==> src/rtl/uart_pkg.sv <==
// Shared definitions for the parametrised UART transmitter: parity modes,
// FSM state encoding, divisor floor and the parity helper.
package uart_pkg;

    localparam int PAR_NONE = 0;
    localparam int PAR_EVEN = 1;
    localparam int PAR_ODD  = 2;

    localparam int DIV_MIN  = 2;

    typedef enum logic [2:0] {
        ST_IDLE   = 3'd0,
        ST_START  = 3'd1,
        ST_DATA   = 3'd2,
        ST_PARITY = 3'd3,
        ST_STOP   = 3'd4
    } tx_state_e;

    // Parity over a zero-extended character; unused upper bits do not affect XOR.
    function automatic logic parity_bit(input logic [7:0] d, input int mode);
        logic p_s;
        p_s = 1'b0;
        case (mode)
            PAR_EVEN: p_s = ^d;
            PAR_ODD:  p_s = ~(^d);
            default:  p_s = 1'b0;
        endcase
        return p_s;
    endfunction

endpackage

==> src/rtl/uart_tx_fifo.sv <==
// Small synchronous show-ahead FIFO; rd_data presents the head entry,
// and full/empty are registered from the post-update occupancy.
module uart_tx_fifo #(
    parameter int WIDTH = 8,
    parameter int AW    = 2
) (
    input  logic             clk,
    input  logic             rst,
    input  logic             wr_en,
    input  logic [WIDTH-1:0] wr_data,
    input  logic             rd_en,
    output logic [WIDTH-1:0] rd_data,
    output logic             full,
    output logic             empty,
    output logic [AW:0]      count
);

    localparam int DEPTH = 2 ** AW;

    logic [WIDTH-1:0] mem_r [DEPTH];
    logic [AW-1:0]    wr_ptr_r;
    logic [AW-1:0]    rd_ptr_r;
    logic [AW:0]      count_r;
    logic [AW:0]      count_nxt_s;
    logic             full_r;
    logic             empty_r;
    logic             do_wr_s;
    logic             do_rd_s;

    // Qualify requests against current flags; a write while full is never admitted.
    always_comb begin
        do_wr_s     = wr_en && !full_r;
        do_rd_s     = rd_en && !empty_r;
        count_nxt_s = count_r;
        if (do_wr_s && !do_rd_s) begin
            count_nxt_s = count_r + (AW+1)'(1);
        end else if (!do_wr_s && do_rd_s) begin
            count_nxt_s = count_r - (AW+1)'(1);
        end else begin
            count_nxt_s = count_r;
        end
    end

    // Pointer, occupancy and flag registers.
    always_ff @(posedge clk) begin
        if (rst) begin
            wr_ptr_r <= '0;
            rd_ptr_r <= '0;
            count_r  <= '0;
            full_r   <= 1'b0;
            empty_r  <= 1'b1;
        end else begin
            if (do_wr_s) begin
                wr_ptr_r <= wr_ptr_r + AW'(1);
            end
            if (do_rd_s) begin
                rd_ptr_r <= rd_ptr_r + AW'(1);
            end
            count_r <= count_nxt_s;
            full_r  <= (count_nxt_s == (AW+1)'(DEPTH));
            empty_r <= (count_nxt_s == (AW+1)'(0));
        end
    end

    // Storage array; contents are don't-care until written.
    always_ff @(posedge clk) begin
        if (do_wr_s) begin
            mem_r[wr_ptr_r] <= wr_data;
        end
    end

    assign rd_data = mem_r[rd_ptr_r];
    assign full    = full_r;
    assign empty   = empty_r;
    assign count   = count_r;

endmodule

==> src/rtl/uart_tx_param.sv <==
// Buffered UART transmitter with runtime baud divisor and compile-time
// data width, parity and stop-bit count.
module uart_tx_param
    import uart_pkg::*;
#(
    parameter int DATA_BITS = 8,
    parameter int PARITY    = 0,
    parameter int STOP_BITS = 1,
    parameter int DIV_W     = 12,
    parameter int FIFO_AW   = 2
) (
    input  logic                 clk,
    input  logic                 rst,
    input  logic [DIV_W-1:0]     div,
    input  logic                 we,
    input  logic [DATA_BITS-1:0] data,
    output logic                 ready,
    output logic                 ovf,
    output logic                 busy,
    output logic [FIFO_AW:0]     fifo_count,
    output logic                 tx
);

    tx_state_e            state_r;
    logic [DATA_BITS-1:0] shift_r;
    logic                 par_r;
    logic [DIV_W-1:0]     baud_r;
    logic [DIV_W-1:0]     div_l_r;
    logic [3:0]           bit_r;
    logic                 tx_r;
    logic                 ovf_r;

    logic [DATA_BITS-1:0] fifo_rd_data_s;
    logic                 fifo_full_s;
    logic                 fifo_empty_s;
    logic [FIFO_AW:0]     fifo_count_s;
    logic                 wr_s;
    logic                 pop_s;
    logic                 bit_end_s;
    logic                 last_stop_s;
    logic [DIV_W-1:0]     div_eff_s;

    uart_tx_fifo #(
        .WIDTH (DATA_BITS),
        .AW    (FIFO_AW)
    ) u_fifo (
        .clk     (clk),
        .rst     (rst),
        .wr_en   (wr_s),
        .wr_data (data),
        .rd_en   (pop_s),
        .rd_data (fifo_rd_data_s),
        .full    (fifo_full_s),
        .empty   (fifo_empty_s),
        .count   (fifo_count_s)
    );

    // Divisor floor, bit-boundary detection and pop decision.
    always_comb begin
        if (div < DIV_W'(DIV_MIN)) begin
            div_eff_s = DIV_W'(DIV_MIN);
        end else begin
            div_eff_s = div;
        end
        wr_s        = we && !fifo_full_s;
        bit_end_s   = (baud_r == div_l_r);
        last_stop_s = (state_r == ST_STOP) && bit_end_s && (bit_r == 4'(STOP_BITS-1));
        pop_s       = !fifo_empty_s && ((state_r == ST_IDLE) || last_stop_s);
    end

    // Frame sequencer: shift register, baud counter and line driver.
    always_ff @(posedge clk) begin
        if (rst) begin
            state_r <= ST_IDLE;
            tx_r    <= 1'b1;
            shift_r <= '0;
            par_r   <= 1'b0;
            baud_r  <= DIV_W'(1);
            div_l_r <= DIV_W'(DIV_MIN);
            bit_r   <= 4'd0;
        end else begin
            case (state_r)
                ST_IDLE: begin
                    if (pop_s) begin
                        shift_r <= fifo_rd_data_s;
                        par_r   <= parity_bit(8'(fifo_rd_data_s), PARITY);
                        div_l_r <= div_eff_s;
                        baud_r  <= DIV_W'(1);
                        tx_r    <= 1'b0;
                        state_r <= ST_START;
                    end else begin
                        tx_r <= 1'b1;
                    end
                end
                ST_START: begin
                    if (bit_end_s) begin
                        baud_r  <= DIV_W'(1);
                        tx_r    <= shift_r[0];
                        shift_r <= shift_r >> 1;
                        bit_r   <= 4'd0;
                        state_r <= ST_DATA;
                    end else begin
                        baud_r <= baud_r + DIV_W'(1);
                    end
                end
                ST_DATA: begin
                    if (bit_end_s) begin
                        baud_r <= DIV_W'(1);
                        if (bit_r == 4'(DATA_BITS-1)) begin
                            bit_r <= 4'd0;
                            if (PARITY != PAR_NONE) begin
                                tx_r    <= par_r;
                                state_r <= ST_PARITY;
                            end else begin
                                tx_r    <= 1'b1;
                                state_r <= ST_STOP;
                            end
                        end else begin
                            tx_r    <= shift_r[0];
                            shift_r <= shift_r >> 1;
                            bit_r   <= bit_r + 4'd1;
                        end
                    end else begin
                        baud_r <= baud_r + DIV_W'(1);
                    end
                end
                ST_PARITY: begin
                    if (bit_end_s) begin
                        baud_r  <= DIV_W'(1);
                        bit_r   <= 4'd0;
                        tx_r    <= 1'b1;
                        state_r <= ST_STOP;
                    end else begin
                        baud_r <= baud_r + DIV_W'(1);
                    end
                end
                ST_STOP: begin
                    if (bit_end_s) begin
                        baud_r <= DIV_W'(1);
                        if (bit_r == 4'(STOP_BITS-1)) begin
                            // Chain straight into the next start bit when data is waiting.
                            if (pop_s) begin
                                shift_r <= fifo_rd_data_s;
                                par_r   <= parity_bit(8'(fifo_rd_data_s), PARITY);
                                div_l_r <= div_eff_s;
                                tx_r    <= 1'b0;
                                state_r <= ST_START;
                            end else begin
                                tx_r    <= 1'b1;
                                state_r <= ST_IDLE;
                            end
                        end else begin
                            bit_r <= bit_r + 4'd1;
                        end
                    end else begin
                        baud_r <= baud_r + DIV_W'(1);
                    end
                end
                default: begin
                    tx_r    <= 1'b1;
                    state_r <= ST_IDLE;
                end
            endcase
        end
    end

    // Overflow pulse for a write attempted while the FIFO is full.
    always_ff @(posedge clk) begin
        if (rst) begin
            ovf_r <= 1'b0;
        end else begin
            ovf_r <= we && fifo_full_s;
        end
    end

    assign ready      = !fifo_full_s;
    assign ovf        = ovf_r;
    assign busy       = (state_r != ST_IDLE) || !fifo_empty_s;
    assign fifo_count = fifo_count_s;
    assign tx         = tx_r;

endmodule

==> config.mk <==
export PLATFORM = sky130hd
export DESIGN_NAME = uart_tx_param
export DESIGN_NICKNAME = d
export VERILOG_FILES = /design/src/rtl/uart_pkg.sv /design/src/rtl/uart_tx_fifo.sv /design/src/rtl/uart_tx_param.sv
export SDC_FILE = /design/constraint.sdc
export NUM_CORES = 1
export LEC_CHECK = 0
export ABC_AREA = 1
export BUFFER_PORTS_ARGS = -buffer_cell sky130_fd_sc_hd__buf_2
export CAP_MARGIN = 20
export CORE_MARGIN = 1.5
export CORE_UTILIZATION = 55
export CTS_CLUSTER_DIAMETER = 200
export DETAILED_ROUTE_END_ITERATION = 10
export PLACE_DENSITY = 0.83
export REMOVE_ABC_BUFFERS = 1
export SYNTH_ARGS = -nofsm -noshare
export SYNTH_HDL_FRONTEND = slang
export SYNTH_SLANG_ARGS = --single-unit
==> constraint.sdc <==
create_clock -name clk -period 5.1 [get_ports clk]
set_input_delay 1.02 -clock clk [delete_from_list [all_inputs] [get_ports clk]]
set_output_delay 1.02 -clock clk [all_outputs]
set_load 0.02 [all_outputs]
==> flow_summary.json <==
{
  "worstPathMaxFanout": 4,
  "mostFrequentLayoutCells": "nand2_1 (73), nor2_1 (61), inv_1 (53)",
  "drt_iter0_drc": 260,
  "synthDistinctLibCells": 37,
  "numCtsBuffers": 9,
  "hold_violations": 0,
  "worstMarginPinSlew_ns": 0.6867,
  "holdCritStartpoint": "u_fifo.full",
  "avgSynthCellArea_um2": 8.548,
  "yosys.area.top_type": "dfxtp_1",
  "netlist_instances": 452,
  "insertedDiodeCount": 0,
  "finalMaxSlewViolations": 0,
  "fin_nets": 514,
  "gr-total-overflow": 0,
  "synth_edf_count": 32,
  "yosys-top-cells-area": "dfxtp_1 (27%), edfxtp_1 (25%), nand2_1 (7.1%)",
  "hold_path.class": "register to register",
  "leakagePower_nw": 1.705,
  "drc": 0,
  "grt_use_total_pct": 22.57,
  "die_h_um": 86.82,
  "rows": 30,
  "worstReg2RegStart": "baud_r[8]",
  "cts_sinks": 84,
  "io_buffer_count": 29,
  "tns_ns": 0,
  "grt_max_degree": 28,
  "synth_seq_cells": 84,
  "drt-total-wl_mm": 7.773,
  "vdd_drop_max_mv": 0.2761,
  "ctsHoldBuffers": 0,
  "synth_seq_area_share_pct": 51.81,
  "dr.pass1.iters": 5,
  "drv_cap": 0,
  "slowest_stage": "dfxtp_1",
  "cts_tree": "built",
  "yosys.area.top_type_share_pct": 26.94,
  "start_util_pct": 56.87,
  "dp_slack_ns": 2.358,
  "clock-root-buffer": "clkbuf_8",
  "cp.required_ns": 4.08,
  "clkTransAtPathRegs_ns": 0.08,
  "post_cts_resized": 0,
  "p_total_mw": 2.251,
  "cp-start-kind": "register",
  "setup_viol": 0,
  "gp_congestion": 0.9026,
  "finalCriticalPeriod_ns": 2.391,
  "grt_pass1_wl_mm": 13.07,
  "clock_latency_ns": 0.36,
  "grt_pass1_vias": 2870,
  "ctsHtreeMaxLevel": 3,
  "cts_setup_buffers": 0,
  "dp_hpwl_mm": 5.509,
  "hold_end": "ovf",
  "die_area_um2": 7537,
  "reg2reg_setup_slack_ns": 3.03,
  "fin_crit_sh_pct": 46.87,
  "core_um2": 6794,
  "via_per_inst": 5.350,
  "dr_total_vias": 3119,
  "wl_per_cell_um": 13.33,
  "io_pins": 30,
  "synth_flop_cell": "dfxtp_1",
  "relSlewSlack_pct": 54.05,
  "die_w_um": 86.82,
  "cp_cell_sequence": "nor2_2, inv_2, nor2_1, nand2_1, buf_2",
  "cts_buffer_depth": 2,
  "timing.fmax_ghz": 0.4183,
  "ant_nets": 0,
  "p_per_area_nw_per_um2": 529.8,
  "timing.final.ws_setup_ns": 2.709,
  "area_delta_synth_final_pct": 9.974,
  "cp-end-kind": "output pin",
  "r2r_cells": 12,
  "arrival_ns": 1.37,
  "yosys_warnings": 0,
  "status": "finished, final reports clean",
  "syn_area_um2": 3864,
  "antenna_found_initial": 0,
  "drive_gt1_share_pct": 15.20,
  "synthArstFlopShare_pct": 0,
  "layout_commonest_cell": "nand2_1",
  "hold_depth": 2,
  "rsz0062_at_grt": "no",
  "path_class": "register to output pin",
  "cpPeakStageDelay_ns": 0.33,
  "fin_skew_ns": 0.01380
}
[logic make-up (layout without fill, tap and decap cells)]
family	after synthesis	in the layout	share of synthesized area, %
buf+inv	70	105	7.060
simple gates	180	180	20.95
fa+ha+maj	9	9	2.915
xor+xnor	8	8	1.813
flops	84	84	51.81
compound gates	101	101	15.45
[stage by stage]
step	hold WS, ns	cells	utilization (%)	instance area [um2]
floorplan	0.4253	442	-	3816
global placement	0.4353	567	60.07	4081
detailed placement	0.4416	567	60.07	4081
CTS	0.4524	583	62.54	4249
global route	0.4770	583	62.54	4249
finish	0.4523	583	62.54	4249
[how the worst max path moves through the flow]
stage / from / end
5_1_grt: state_r[1] / busy
2_1_floorplan: we / u_fifo.mem_r[0][0]
3_5_place_dp: we / u_fifo.mem_r[1][4]
6_report: state_r[1] / busy
4_1_cts: state_r[1] / busy
3_3_place_gp: we / u_fifo.mem_r[3][4]
[Yosys cell counts, types with 6 or more instances]
cell,n
nand2_1,73
nor2_1,61
inv_1,53
dfxtp_1,52
o21ai_0,44
edfxtp_1,32
a21oi_1,29
nand3_1,14
ha_1,9
clkbuf_1,7
o22ai_1,7
a211oi_2,6
inv_2,6
nor2_2,6
[per-layer routing]
| metal | vias to the layer above | global-route usage (%) | share of wire, % |
|---|---|---|---|
| li1 | 1567 | - | - |
| met4 | 0 | 10.41 | 2.1 |
| met2 | 120 | 34.67 | 45 |
| met1 | 1417 | 30.08 | 45 |
| met5 | - | 0 | 0 |
| met3 | 15 | 5.619 | 7.2 |
[sequential cells by signal, summed over array words and instances, names as in the netlist, named ones only]
name             cells
div_l_r             12
u_fifo.full          1
u_fifo.empty         1
tx                   1
shift_r              8
u_fifo.wr_ptr_r      2
bit_r                4
ovf                  1
u_fifo.mem_r        32
u_fifo.count         3
u_fifo.rd_ptr_r      2
state_r              3
baud_r              12
[critical path, delay by kind of cell, from the launching register on]
kind,cells,cell delay [ns]
simple gates,3,0.44
flops,1,0.33
buf+inv,2,0.24
[where the power goes]
part,internal (mW),leakage [nW],total (mW),switching (mW)
clock network,0.181,0.0776,0.428,0.246
logic,0.300,0.908,0.918,0.618
registers,0.823,0.719,0.906,0.0829
[cell type report]
class                      count  area [um2]
clock inverter                 4       32.53
tap                           96       120.1
clock buffer                  12       135.1
timing repair buffer          29       145.1
fill                         583        2545
sequential                    84        2002
inverter                      60       225.2
multi-input combinational    298        1589
No activity file was read; power rests on OpenSTA's default activity.
